--- src/rtl/ysyx_25020047_lsu_ctrl_pkg.sv ---
// ---------------------------------------------------------------------------
// ysyx_25020047_lsu_ctrl_pkg
// Shared definitions for the LSU controller slice:
//   - lsu_state_e      : controller FSM state encoding (also used on the
//                        debug state output)
//   - SZ_BYTE/SZ_WORD  : ex_size encodings
//   - TIMEOUT_CYC_DEF  : default abort bound for the REQ/RESP wait states
//   - CNT_W            : width of the wait-cycle counter (covers 1..65535)
// ---------------------------------------------------------------------------
package ysyx_25020047_lsu_ctrl_pkg;

    typedef enum logic [1:0] {
        ST_IDLE = 2'd0,
        ST_REQ  = 2'd1,
        ST_RESP = 2'd2,
        ST_DONE = 2'd3
    } lsu_state_e;

    localparam logic [1:0] SZ_BYTE = 2'b00;
    localparam logic [1:0] SZ_WORD = 2'b10;

    localparam int unsigned TIMEOUT_CYC_DEF = 255;
    localparam int          CNT_W           = 16;

endpackage

--- src/rtl/ysyx_25020047_lsu_ctrl_if.sv ---
// ---------------------------------------------------------------------------
// ysyx_25020047_lsu_ctrl_if
// Bundles the EXU-side op channel and the memory request/response channels
// of the LSU controller.
//
// Handshake rules (all channels):
//   A transfer happens on a rising clock edge where valid && ready are both 1.
//   The source holds valid and its payload stable until the transfer; the
//   sink may raise or lower ready freely. lsu_done is a one-cycle pulse with
//   no back-pressure; lsu_err and lsu_rdata are meaningful while it is high.
//
// Modports:
//   slave  - the LSU controller view (accepts EXU ops, masters the memory bus)
//   master - the environment view (issues EXU ops, serves the memory bus)
// Signals:
//   ex_valid/ex_read/ex_write/ex_size/ex_addr/ex_wdata, ex_ready
//   lsu_done/lsu_rdata/lsu_err
//   mem_req_valid/mem_req_ready/mem_addr/mem_wen/mem_wdata/mem_wstrb
//   mem_rsp_valid/mem_rsp_ready/mem_rsp_data/mem_rsp_err
// ---------------------------------------------------------------------------
interface ysyx_25020047_lsu_ctrl_if;

    logic        ex_valid;
    logic        ex_read;
    logic        ex_write;
    logic [1:0]  ex_size;
    logic [31:0] ex_addr;
    logic [31:0] ex_wdata;
    logic        ex_ready;

    logic        lsu_done;
    logic [31:0] lsu_rdata;
    logic        lsu_err;

    logic        mem_req_valid;
    logic        mem_req_ready;
    logic [31:0] mem_addr;
    logic        mem_wen;
    logic [31:0] mem_wdata;
    logic [3:0]  mem_wstrb;

    logic        mem_rsp_valid;
    logic        mem_rsp_ready;
    logic [31:0] mem_rsp_data;
    logic        mem_rsp_err;

    modport slave (
        input  ex_valid, ex_read, ex_write, ex_size, ex_addr, ex_wdata,
        output ex_ready,
        output lsu_done, lsu_rdata, lsu_err,
        output mem_req_valid, mem_addr, mem_wen, mem_wdata, mem_wstrb,
        input  mem_req_ready,
        input  mem_rsp_valid, mem_rsp_data, mem_rsp_err,
        output mem_rsp_ready
    );

    modport master (
        output ex_valid, ex_read, ex_write, ex_size, ex_addr, ex_wdata,
        input  ex_ready,
        input  lsu_done, lsu_rdata, lsu_err,
        input  mem_req_valid, mem_addr, mem_wen, mem_wdata, mem_wstrb,
        output mem_req_ready,
        output mem_rsp_valid, mem_rsp_data, mem_rsp_err,
        input  mem_rsp_ready
    );

endinterface

--- src/rtl/ysyx_25020047_lsu_align.sv ---
// ---------------------------------------------------------------------------
// ysyx_25020047_lsu_align
// Purely combinational lane alignment for the LSU.
//   Store path: builds the byte strobe and lane-replicated write data.
//     st_wen_i, st_size_i, st_addr_lo_i, st_wdata_i -> st_wstrb_o, st_wdata_o
//     (loads produce strobe 0 and data 0)
//   Load path: extracts and zero-extends the addressed byte, or passes a
//   whole word through.
//     ld_size_i, ld_addr_lo_i, ld_data_i -> ld_data_o
// Any size other than SZ_WORD is handled as a byte access.
// ---------------------------------------------------------------------------
module ysyx_25020047_lsu_align
    import ysyx_25020047_lsu_ctrl_pkg::*;
(
    input  logic        st_wen_i,
    input  logic [1:0]  st_size_i,
    input  logic [1:0]  st_addr_lo_i,
    input  logic [31:0] st_wdata_i,
    output logic [3:0]  st_wstrb_o,
    output logic [31:0] st_wdata_o,

    input  logic [1:0]  ld_size_i,
    input  logic [1:0]  ld_addr_lo_i,
    input  logic [31:0] ld_data_i,
    output logic [31:0] ld_data_o
);

    always_comb begin
        st_wstrb_o = 4'h0;
        st_wdata_o = 32'h0;
        if (st_wen_i) begin
            if (st_size_i == SZ_WORD) begin
                st_wstrb_o = 4'hF;
                st_wdata_o = st_wdata_i;
            end else begin
                st_wstrb_o = 4'b0001 << st_addr_lo_i;
                // Replicating the byte lets the memory pick any lane via wstrb.
                st_wdata_o = {4{st_wdata_i[7:0]}};
            end
        end
    end

    always_comb begin
        ld_data_o = 32'h0;
        if (ld_size_i == SZ_WORD) begin
            ld_data_o = ld_data_i;
        end else begin
            ld_data_o = {24'h0, ld_data_i[{ld_addr_lo_i, 3'b000} +: 8]};
        end
    end

endmodule

--- src/rtl/ysyx_25020047_lsu_ctrl.sv ---
// ---------------------------------------------------------------------------
// ysyx_25020047_lsu_ctrl
// Load/store unit controller: accepts one EXU memory op at a time, issues a
// single request on the memory bus, waits for the response and reports a
// one-cycle completion pulse with read data and error status.
//
// Ports:
//   clock   - system clock, rising edge
//   reset   - asynchronous, active-high reset
//   bus     - ysyx_25020047_lsu_ctrl_if.slave (EXU op, completion, memory
//             request and response channels)
//   state_o - current FSM state (debug observation)
// Parameters:
//   TIMEOUT_CYC - max cycles waited in REQ or RESP before aborting with an
//                 error (1..65535)
// Configuration macro:
//   YSYX_25020047_MISALIGN_CHK_EN - when defined, misaligned word accesses
//   complete immediately with an error; otherwise they are issued with the
//   low address bits forced to zero.
//
// All outputs are registered. Latency with an always-ready memory is
// accept -> REQ -> RESP -> DONE, i.e. lsu_done three cycles after accept.
// ---------------------------------------------------------------------------
module ysyx_25020047_lsu_ctrl
    import ysyx_25020047_lsu_ctrl_pkg::*;
#(
    parameter int unsigned TIMEOUT_CYC = TIMEOUT_CYC_DEF
) (
    input  logic                      clock,
    input  logic                      reset,
    ysyx_25020047_lsu_ctrl_if.slave   bus,
    output lsu_state_e                state_o
);

    localparam logic [CNT_W-1:0] TMO_LAST = CNT_W'(TIMEOUT_CYC - 1);

    lsu_state_e       state_q;
    logic [CNT_W-1:0] cnt_q;
    logic             ex_ready_q;
    logic             lsu_done_q;
    logic             lsu_err_q;
    logic [31:0]      lsu_rdata_q;
    logic             mem_req_valid_q;
    logic [31:0]      mem_addr_q;
    logic             mem_wen_q;
    logic [31:0]      mem_wdata_q;
    logic [3:0]       mem_wstrb_q;
    logic             mem_rsp_ready_q;
    logic [1:0]       size_q;
    logic [1:0]       addr_lo_q;

    logic             op_legal;
    logic             is_word;
    logic             chk_fail;
    logic [31:0]      issue_addr;
    logic [3:0]       st_wstrb;
    logic [31:0]      st_wdata;
    logic [31:0]      ld_data;

    // Exactly one direction must be requested.
    assign op_legal = bus.ex_read ^ bus.ex_write;
    assign is_word  = (bus.ex_size == SZ_WORD);

`ifdef YSYX_25020047_MISALIGN_CHK_EN
    assign chk_fail   = is_word && (bus.ex_addr[1:0] != 2'b00);
    assign issue_addr = bus.ex_addr;
`else
    assign chk_fail   = 1'b0;
    assign issue_addr = is_word ? {bus.ex_addr[31:2], 2'b00} : bus.ex_addr;
`endif

    // Store lanes are computed from the live EXU op (captured on accept);
    // load extraction uses the size/offset latched with the op.
    ysyx_25020047_lsu_align u_align (
        .st_wen_i     (bus.ex_write),
        .st_size_i    (bus.ex_size),
        .st_addr_lo_i (bus.ex_addr[1:0]),
        .st_wdata_i   (bus.ex_wdata),
        .st_wstrb_o   (st_wstrb),
        .st_wdata_o   (st_wdata),
        .ld_size_i    (size_q),
        .ld_addr_lo_i (addr_lo_q),
        .ld_data_i    (bus.mem_rsp_data),
        .ld_data_o    (ld_data)
    );

    always_ff @(posedge clock or posedge reset) begin
        if (reset) begin
            state_q         <= ST_IDLE;
            cnt_q           <= '0;
            ex_ready_q      <= 1'b1;
            lsu_done_q      <= 1'b0;
            lsu_err_q       <= 1'b0;
            lsu_rdata_q     <= 32'h0;
            mem_req_valid_q <= 1'b0;
            mem_addr_q      <= 32'h0;
            mem_wen_q       <= 1'b0;
            mem_wdata_q     <= 32'h0;
            mem_wstrb_q     <= 4'h0;
            mem_rsp_ready_q <= 1'b0;
            size_q          <= SZ_BYTE;
            addr_lo_q       <= 2'b00;
        end else begin
            lsu_done_q <= 1'b0;
            case (state_q)
                ST_IDLE: begin
                    if (bus.ex_valid) begin
                        ex_ready_q <= 1'b0;
                        if (op_legal && !chk_fail) begin
                            mem_req_valid_q <= 1'b1;
                            mem_addr_q      <= issue_addr;
                            mem_wen_q       <= bus.ex_write;
                            mem_wdata_q     <= st_wdata;
                            mem_wstrb_q     <= st_wstrb;
                            size_q          <= bus.ex_size;
                            addr_lo_q       <= bus.ex_addr[1:0];
                            cnt_q           <= '0;
                            state_q         <= ST_REQ;
                        end else begin
                            // Rejected op: report the error without touching the bus.
                            lsu_done_q  <= 1'b1;
                            lsu_err_q   <= 1'b1;
                            lsu_rdata_q <= 32'h0;
                            state_q     <= ST_DONE;
                        end
                    end
                end
                ST_REQ: begin
                    if (bus.mem_req_ready) begin
                        mem_req_valid_q <= 1'b0;
                        mem_rsp_ready_q <= 1'b1;
                        cnt_q           <= '0;
                        state_q         <= ST_RESP;
                    end else if (cnt_q == TMO_LAST) begin
                        mem_req_valid_q <= 1'b0;
                        lsu_done_q      <= 1'b1;
                        lsu_err_q       <= 1'b1;
                        lsu_rdata_q     <= 32'h0;
                        state_q         <= ST_DONE;
                    end else begin
                        cnt_q <= cnt_q + 1'b1;
                    end
                end
                ST_RESP: begin
                    if (bus.mem_rsp_valid) begin
                        mem_rsp_ready_q <= 1'b0;
                        lsu_done_q      <= 1'b1;
                        lsu_err_q       <= bus.mem_rsp_err;
                        lsu_rdata_q     <= mem_wen_q ? 32'h0 : ld_data;
                        state_q         <= ST_DONE;
                    end else if (cnt_q == TMO_LAST) begin
                        // Abort; any later response arrives in IDLE and is ignored.
                        mem_rsp_ready_q <= 1'b0;
                        lsu_done_q      <= 1'b1;
                        lsu_err_q       <= 1'b1;
                        lsu_rdata_q     <= 32'h0;
                        state_q         <= ST_DONE;
                    end else begin
                        cnt_q <= cnt_q + 1'b1;
                    end
                end
                ST_DONE: begin
                    lsu_err_q  <= 1'b0;
                    ex_ready_q <= 1'b1;
                    state_q    <= ST_IDLE;
                end
                default: begin
                    state_q <= ST_IDLE;
                end
            endcase
        end
    end

    assign bus.ex_ready      = ex_ready_q;
    assign bus.lsu_done      = lsu_done_q;
    assign bus.lsu_err       = lsu_err_q;
    assign bus.lsu_rdata     = lsu_rdata_q;
    assign bus.mem_req_valid = mem_req_valid_q;
    assign bus.mem_addr      = mem_addr_q;
    assign bus.mem_wen       = mem_wen_q;
    assign bus.mem_wdata     = mem_wdata_q;
    assign bus.mem_wstrb     = mem_wstrb_q;
    assign bus.mem_rsp_ready = mem_rsp_ready_q;
    assign state_o           = state_q;

endmodule

--- src/flat_wrapper.sv ---
// flat-port wrapper written by rule: the top's interface ports become plain ports
module ysyx_25020047_lsu_ctrl_flat import ysyx_25020047_lsu_ctrl_pkg::*;
#(
    parameter int unsigned TIMEOUT_CYC = TIMEOUT_CYC_DEF
)
  (clock, reset, state_o, bus_ex_valid, bus_ex_read, bus_ex_write, bus_ex_size, bus_ex_addr, bus_ex_wdata, bus_ex_ready, bus_lsu_done, bus_lsu_rdata, bus_lsu_err, bus_mem_req_valid, bus_mem_addr, bus_mem_wen, bus_mem_wdata, bus_mem_wstrb, bus_mem_req_ready, bus_mem_rsp_valid, bus_mem_rsp_data, bus_mem_rsp_err, bus_mem_rsp_ready);
  ysyx_25020047_lsu_ctrl_if bus_i ();
  input  logic clock;
  input  logic reset;
  output lsu_state_e state_o;
  input wire logic [$bits(bus_i.ex_valid)-1:0] bus_ex_valid;
  input wire logic [$bits(bus_i.ex_read)-1:0] bus_ex_read;
  input wire logic [$bits(bus_i.ex_write)-1:0] bus_ex_write;
  input wire logic [$bits(bus_i.ex_size)-1:0] bus_ex_size;
  input wire logic [$bits(bus_i.ex_addr)-1:0] bus_ex_addr;
  input wire logic [$bits(bus_i.ex_wdata)-1:0] bus_ex_wdata;
  output wire logic [$bits(bus_i.ex_ready)-1:0] bus_ex_ready;
  output wire logic [$bits(bus_i.lsu_done)-1:0] bus_lsu_done;
  output wire logic [$bits(bus_i.lsu_rdata)-1:0] bus_lsu_rdata;
  output wire logic [$bits(bus_i.lsu_err)-1:0] bus_lsu_err;
  output wire logic [$bits(bus_i.mem_req_valid)-1:0] bus_mem_req_valid;
  output wire logic [$bits(bus_i.mem_addr)-1:0] bus_mem_addr;
  output wire logic [$bits(bus_i.mem_wen)-1:0] bus_mem_wen;
  output wire logic [$bits(bus_i.mem_wdata)-1:0] bus_mem_wdata;
  output wire logic [$bits(bus_i.mem_wstrb)-1:0] bus_mem_wstrb;
  input wire logic [$bits(bus_i.mem_req_ready)-1:0] bus_mem_req_ready;
  input wire logic [$bits(bus_i.mem_rsp_valid)-1:0] bus_mem_rsp_valid;
  input wire logic [$bits(bus_i.mem_rsp_data)-1:0] bus_mem_rsp_data;
  input wire logic [$bits(bus_i.mem_rsp_err)-1:0] bus_mem_rsp_err;
  output wire logic [$bits(bus_i.mem_rsp_ready)-1:0] bus_mem_rsp_ready;
  assign bus_i.ex_valid = bus_ex_valid;
  assign bus_i.ex_read = bus_ex_read;
  assign bus_i.ex_write = bus_ex_write;
  assign bus_i.ex_size = bus_ex_size;
  assign bus_i.ex_addr = bus_ex_addr;
  assign bus_i.ex_wdata = bus_ex_wdata;
  assign bus_ex_ready = bus_i.ex_ready;
  assign bus_lsu_done = bus_i.lsu_done;
  assign bus_lsu_rdata = bus_i.lsu_rdata;
  assign bus_lsu_err = bus_i.lsu_err;
  assign bus_mem_req_valid = bus_i.mem_req_valid;
  assign bus_mem_addr = bus_i.mem_addr;
  assign bus_mem_wen = bus_i.mem_wen;
  assign bus_mem_wdata = bus_i.mem_wdata;
  assign bus_mem_wstrb = bus_i.mem_wstrb;
  assign bus_i.mem_req_ready = bus_mem_req_ready;
  assign bus_i.mem_rsp_valid = bus_mem_rsp_valid;
  assign bus_i.mem_rsp_data = bus_mem_rsp_data;
  assign bus_i.mem_rsp_err = bus_mem_rsp_err;
  assign bus_mem_rsp_ready = bus_i.mem_rsp_ready;
  ysyx_25020047_lsu_ctrl #(.TIMEOUT_CYC(TIMEOUT_CYC)) u_core (.clock(clock), .reset(reset), .bus(bus_i), .state_o(state_o));
endmodule
--- config.mk ---
export PLATFORM = sky130hd
export DESIGN_NAME = ysyx_25020047_lsu_ctrl_flat
export DESIGN_NICKNAME = d
export VERILOG_FILES = /design/src/rtl/ysyx_25020047_lsu_ctrl_pkg.sv /design/src/rtl/ysyx_25020047_lsu_ctrl_if.sv /design/src/rtl/ysyx_25020047_lsu_align.sv /design/src/rtl/ysyx_25020047_lsu_ctrl.sv /design/src/flat_wrapper.sv
export SDC_FILE = /design/constraint.sdc
export NUM_CORES = 1
export LEC_CHECK = 0
export BUFFER_PORTS_ARGS = -buffer_cell sky130_fd_sc_hd__buf_4
export CAP_MARGIN = 25
export CORE_UTILIZATION = 49
export CTS_CLUSTER_DIAMETER = 80
export DETAILED_ROUTE_END_ITERATION = 12
export GPL_TIMING_DRIVEN = 0
export PLACE_DENSITY = 0.9
export SYNTH_ARGS = -nofsm -noshare
export SYNTH_HDL_FRONTEND = slang
export SYNTH_SLANG_ARGS = --single-unit
--- constraint.sdc ---
create_clock -name clock -period 6.2 [get_ports clock]
set_clock_uncertainty 0.15 [all_clocks]
set_input_delay 1.24 -clock clock [delete_from_list [all_inputs] [get_ports clock]]
set_output_delay 1.24 -clock clock [all_outputs]
set_load 0.02 [all_outputs]
==> qor.yml <==
synth:
  synth_edf_count: 0
  synth_seq_cells: 128
  synth_cells: 504
  yosysWarningCount: 0
  syn_avg_cell_area_sq_um: 11.2
  syn_area_sq_um: 5660
  ys_types: 44
  yosysSeqAreaShare: 0.566
  syn_nets: 616
  synthFlopType: "dfrtp_1"
  async_flop_share: 1.00
cts:
  clock_sinks: 128
  clock_latency_ns: 0.41
  clockRootBuffer: "clkbuf_16"
  clk_path_buf_depth: 2
  cts_htree_levels: 4
  cts_hold_buf: 0
  cts_resized: 0
  post-cts-setup-buffers: 0
  cts_buffers: 17
  cts_tree: "built"
  clkTransAtPathRegs_ns: 0.06
detailed_routing:
  vias_per_cell: 5.82
  vias: 5170
  drt_pass1_iterations: 6
  wl_per_cell_um: 19.1
  postRouteAntennaNets: 0
  drc: 0
  routed_wl_mm: 17.0
  drt_iter0_drc: 511
sta:
  worstMarginPinSlew_ns: 0.738
  finalHoldViolCount: 0
  fmax_mhz: 328
  drv_slew: 0
  min_period_ns: 3.05
  finalSetupViolations: 0
  fin_setup_tns_ns: 0
  slew_headroom: 0.507
  period_share: 0.492
  grt_setup_unrepaired: "false"
setup_path:
  required_ns: 6.40
  rr_worst_depth: 8
  end_kind: "flip-flop"
  worstReg2RegEnd: "u_core.cnt_q[10]"
  critPathLaunch: "bus_ex_read"
  crit_path_start_kind: "input port"
  critPathArrivalTime_ns: 3.25
  crit_path_max_fanout: 10
  r2r_setup_slack_ns: 3.45
  r2r_start: "u_core.state_o[1]"
  worstSetupEndpoint: "u_core.bus.lsu_rdata[9]"
  critical_path_class: "input port to flip-flop"
place:
  port_buffers: 212
  dp_hpwl_mm: 12.3
  gp_congestion: 0.892
pwr:
  p_leak_nw: 3.95
  power_density_nw_per_um2: 492
  ir_worst_vdd_mv: 0.314
  power_mw: 3.99
flow_run:
  maxCapViolations: 0
final_layout:
  multiInputGateArea_sq_um: 2270
  n_antenna_cell: 0
  n_fill_cell: 720
  area_growth_pct: 43.1
  drive_above_1_share: 0.387
  regArea_sq_um: 3200
  nets: 848
grt:
  grt_antenna_before_repair: 0
  grt.total_usage: 0.283
  grt_pass1_vias: 5080
  grt.overflow.total: 0
  grt_max_degree: 94
  grt_pass1_wl_mm: 25.4
floorplan:
  rows: 38
  die_w_um: 109
  start_util: 0.513
  ioPinCount: 214
  dieArea_sq_um: 12000
  die_y_um: 109
  core_sq_um: 11000
run_status:
  status: "complete, no violations"
worst_hold_path:
  hold_class: "flip-flop to flip-flop"
## per-layer routing
metal  up-vias  GRT usage  part of all wire
li1       2289          -                 -
met1      2518      0.332              0.38
met2       300      0.484              0.51
met3        63     0.0735             0.075
met4         0      0.132             0.038
met5         -          0                 0
## through the flow
stage / worst slack [ns] / cell area (sq um) / instances / hold WS, ns / utilization
finish: 3.15 / 8100 / 889 / 0.335 / 0.734
floorplan: 1.40 / 5660 / 504 / 0.320 / -
detailed placement: 2.84 / 7460 / 857 / 0.326 / 0.676
global placement: 0.149 / 7430 / 856 / 0.316 / 0.673
global route: 3.06 / 8100 / 889 / 0.355 / 0.734
CTS: 3.23 / 8100 / 889 / 0.338 / 0.734
## cell type report
type                            count  share of cell area
Sequential cell                   128               0.396
Multi-Input combinational cell    336               0.281
Timing Repair Buffer              213               0.200
Clock buffer                       22              0.0598
Tap cell                          140              0.0216
Clock inverter                     10              0.0193
Buffer                             31              0.0184
Inverter                            9             0.00479
## critical path, cell delays in order
cell and delay, ns:
buf_4 0.13, xor2_1 0.19, o21ai_0 0.25, nand4_1 0.48
nor2_1 0.49, buf_2 0.30, a22o_1 0.17
## cell usage in the layout, fill, tap and decap left out, types with 2 or more instances in the layout
cell type and count:
buf_4 213, dfrtp_1 127, nand2_1 53, o21ai_0 40, mux2_2 33, a22o_1 33, a21oi_1 33, nor2_1 26
clkbuf_1 21, clkbuf_16 17, xnor2_1 16, nor2b_1 10, mux2i_1 10, nor4_1 9, inv_1 8, o22a_1 8
o221ai_1 7, o2bb2ai_1 7, ha_1 6, buf_2 5, nand3_1 5, nand2b_1 4, and4_1 4, nand4_1 4
nor3_1 4, bufinv_16 4, clkinv_2 4, clkbuf_8 4, buf_6 3, and2_1 3, buf_1 2, a211oi_1 2
and3_1 2, nor4b_1 2, nor3b_1 2, a21o_1 2
## cells by family (layout without fill, tap and decap cells)
kind of cell               count (synthesis)  count (layout)  synth area share
AOI/OAI and AO/OA                        138             138             0.164
xor gates and xnor gates                  17              17            0.0263
and+or+nand+nor                          132             132             0.115
muxes                                     43              43            0.0833
DFF                                      128             128             0.566
adders and majority gates                  6               6            0.0133
buffers and inverters                     40             285            0.0323
## Yosys cell counts, types with 2 or more instances
cell type | count | area (sq um)
nand3_1 | 5 | 25.0
buf_1 | 2 | 7.51
xnor2_1 | 16 | 140
buf_6 | 3 | 33.8
dfrtp_1 | 127 | 3180
o221ai_1 | 7 | 61.3
nor3b_1 | 2 | 15.0
nand4_1 | 4 | 25.0
buf_2 | 5 | 25.0
a21oi_1 | 33 | 165
and3_1 | 2 | 12.5
mux2_2 | 33 | 372
clkbuf_1 | 20 | 75.1
a21o_1 | 2 | 15.0
o2bb2ai_1 | 7 | 61.3
a211oi_1 | 2 | 15.0
nand2b_1 | 4 | 25.0
nor4_1 | 9 | 56.3
nor3_1 | 4 | 20.0
nor2_1 | 26 | 97.6
ha_1 | 6 | 75.1
nor2b_1 | 10 | 62.6
and2_1 | 3 | 18.8
inv_1 | 9 | 33.8
nand2_1 | 53 | 199
and4_1 | 4 | 35.0
o22a_1 | 8 | 70.1
mux2i_1 | 10 | 100
o21ai_0 | 40 | 200
a22o_1 | 33 | 289
nor4b_1 | 2 | 17.5
## sequential cells by signal, indices dropped and copies added, names as in the netlist
register,count
u_core.size_q,2
u_core.bus.mem_wstrb,4
u_core.cnt_q,16
u_core.bus.ex_ready,1
u_core.bus.mem_req_valid,1
u_core.bus.mem_rsp_ready,1
u_core.bus.mem_addr,32
u_core.bus.lsu_err,1
u_core.bus.mem_wdata,32
u_core.bus.lsu_rdata,32
u_core.state_o,2
u_core.bus.lsu_done,1
u_core.addr_lo_q,2
u_core.bus.mem_wen,1
## how the worst min path moves through the flow
stage	start	endpoint	slack (ns)	depth (start not counted)
global route	u_core.size_q[0]	u_core.size_q[0]	0.35	1
CTS	u_core.bus.mem_wdata[17]	u_core.bus.mem_wdata[17]	0.34	2
global placement	u_core.bus.mem_wdata[9]	u_core.bus.mem_wdata[9]	0.32	2
finish	u_core.bus.mem_wstrb[2]	u_core.bus.mem_wstrb[2]	0.33	2
floorplan	u_core.size_q[0]	u_core.size_q[0]	0.32	1
detailed placement	u_core.bus.mem_wdata[24]	u_core.bus.mem_wdata[24]	0.33	2
## report_power, final
part,internal [mW],switching (mW)
clock,0.713,0.356
sequential,1.11,0.173
combinational,0.699,0.944
total,2.52,1.47
(Power assumes the default switching activity.)
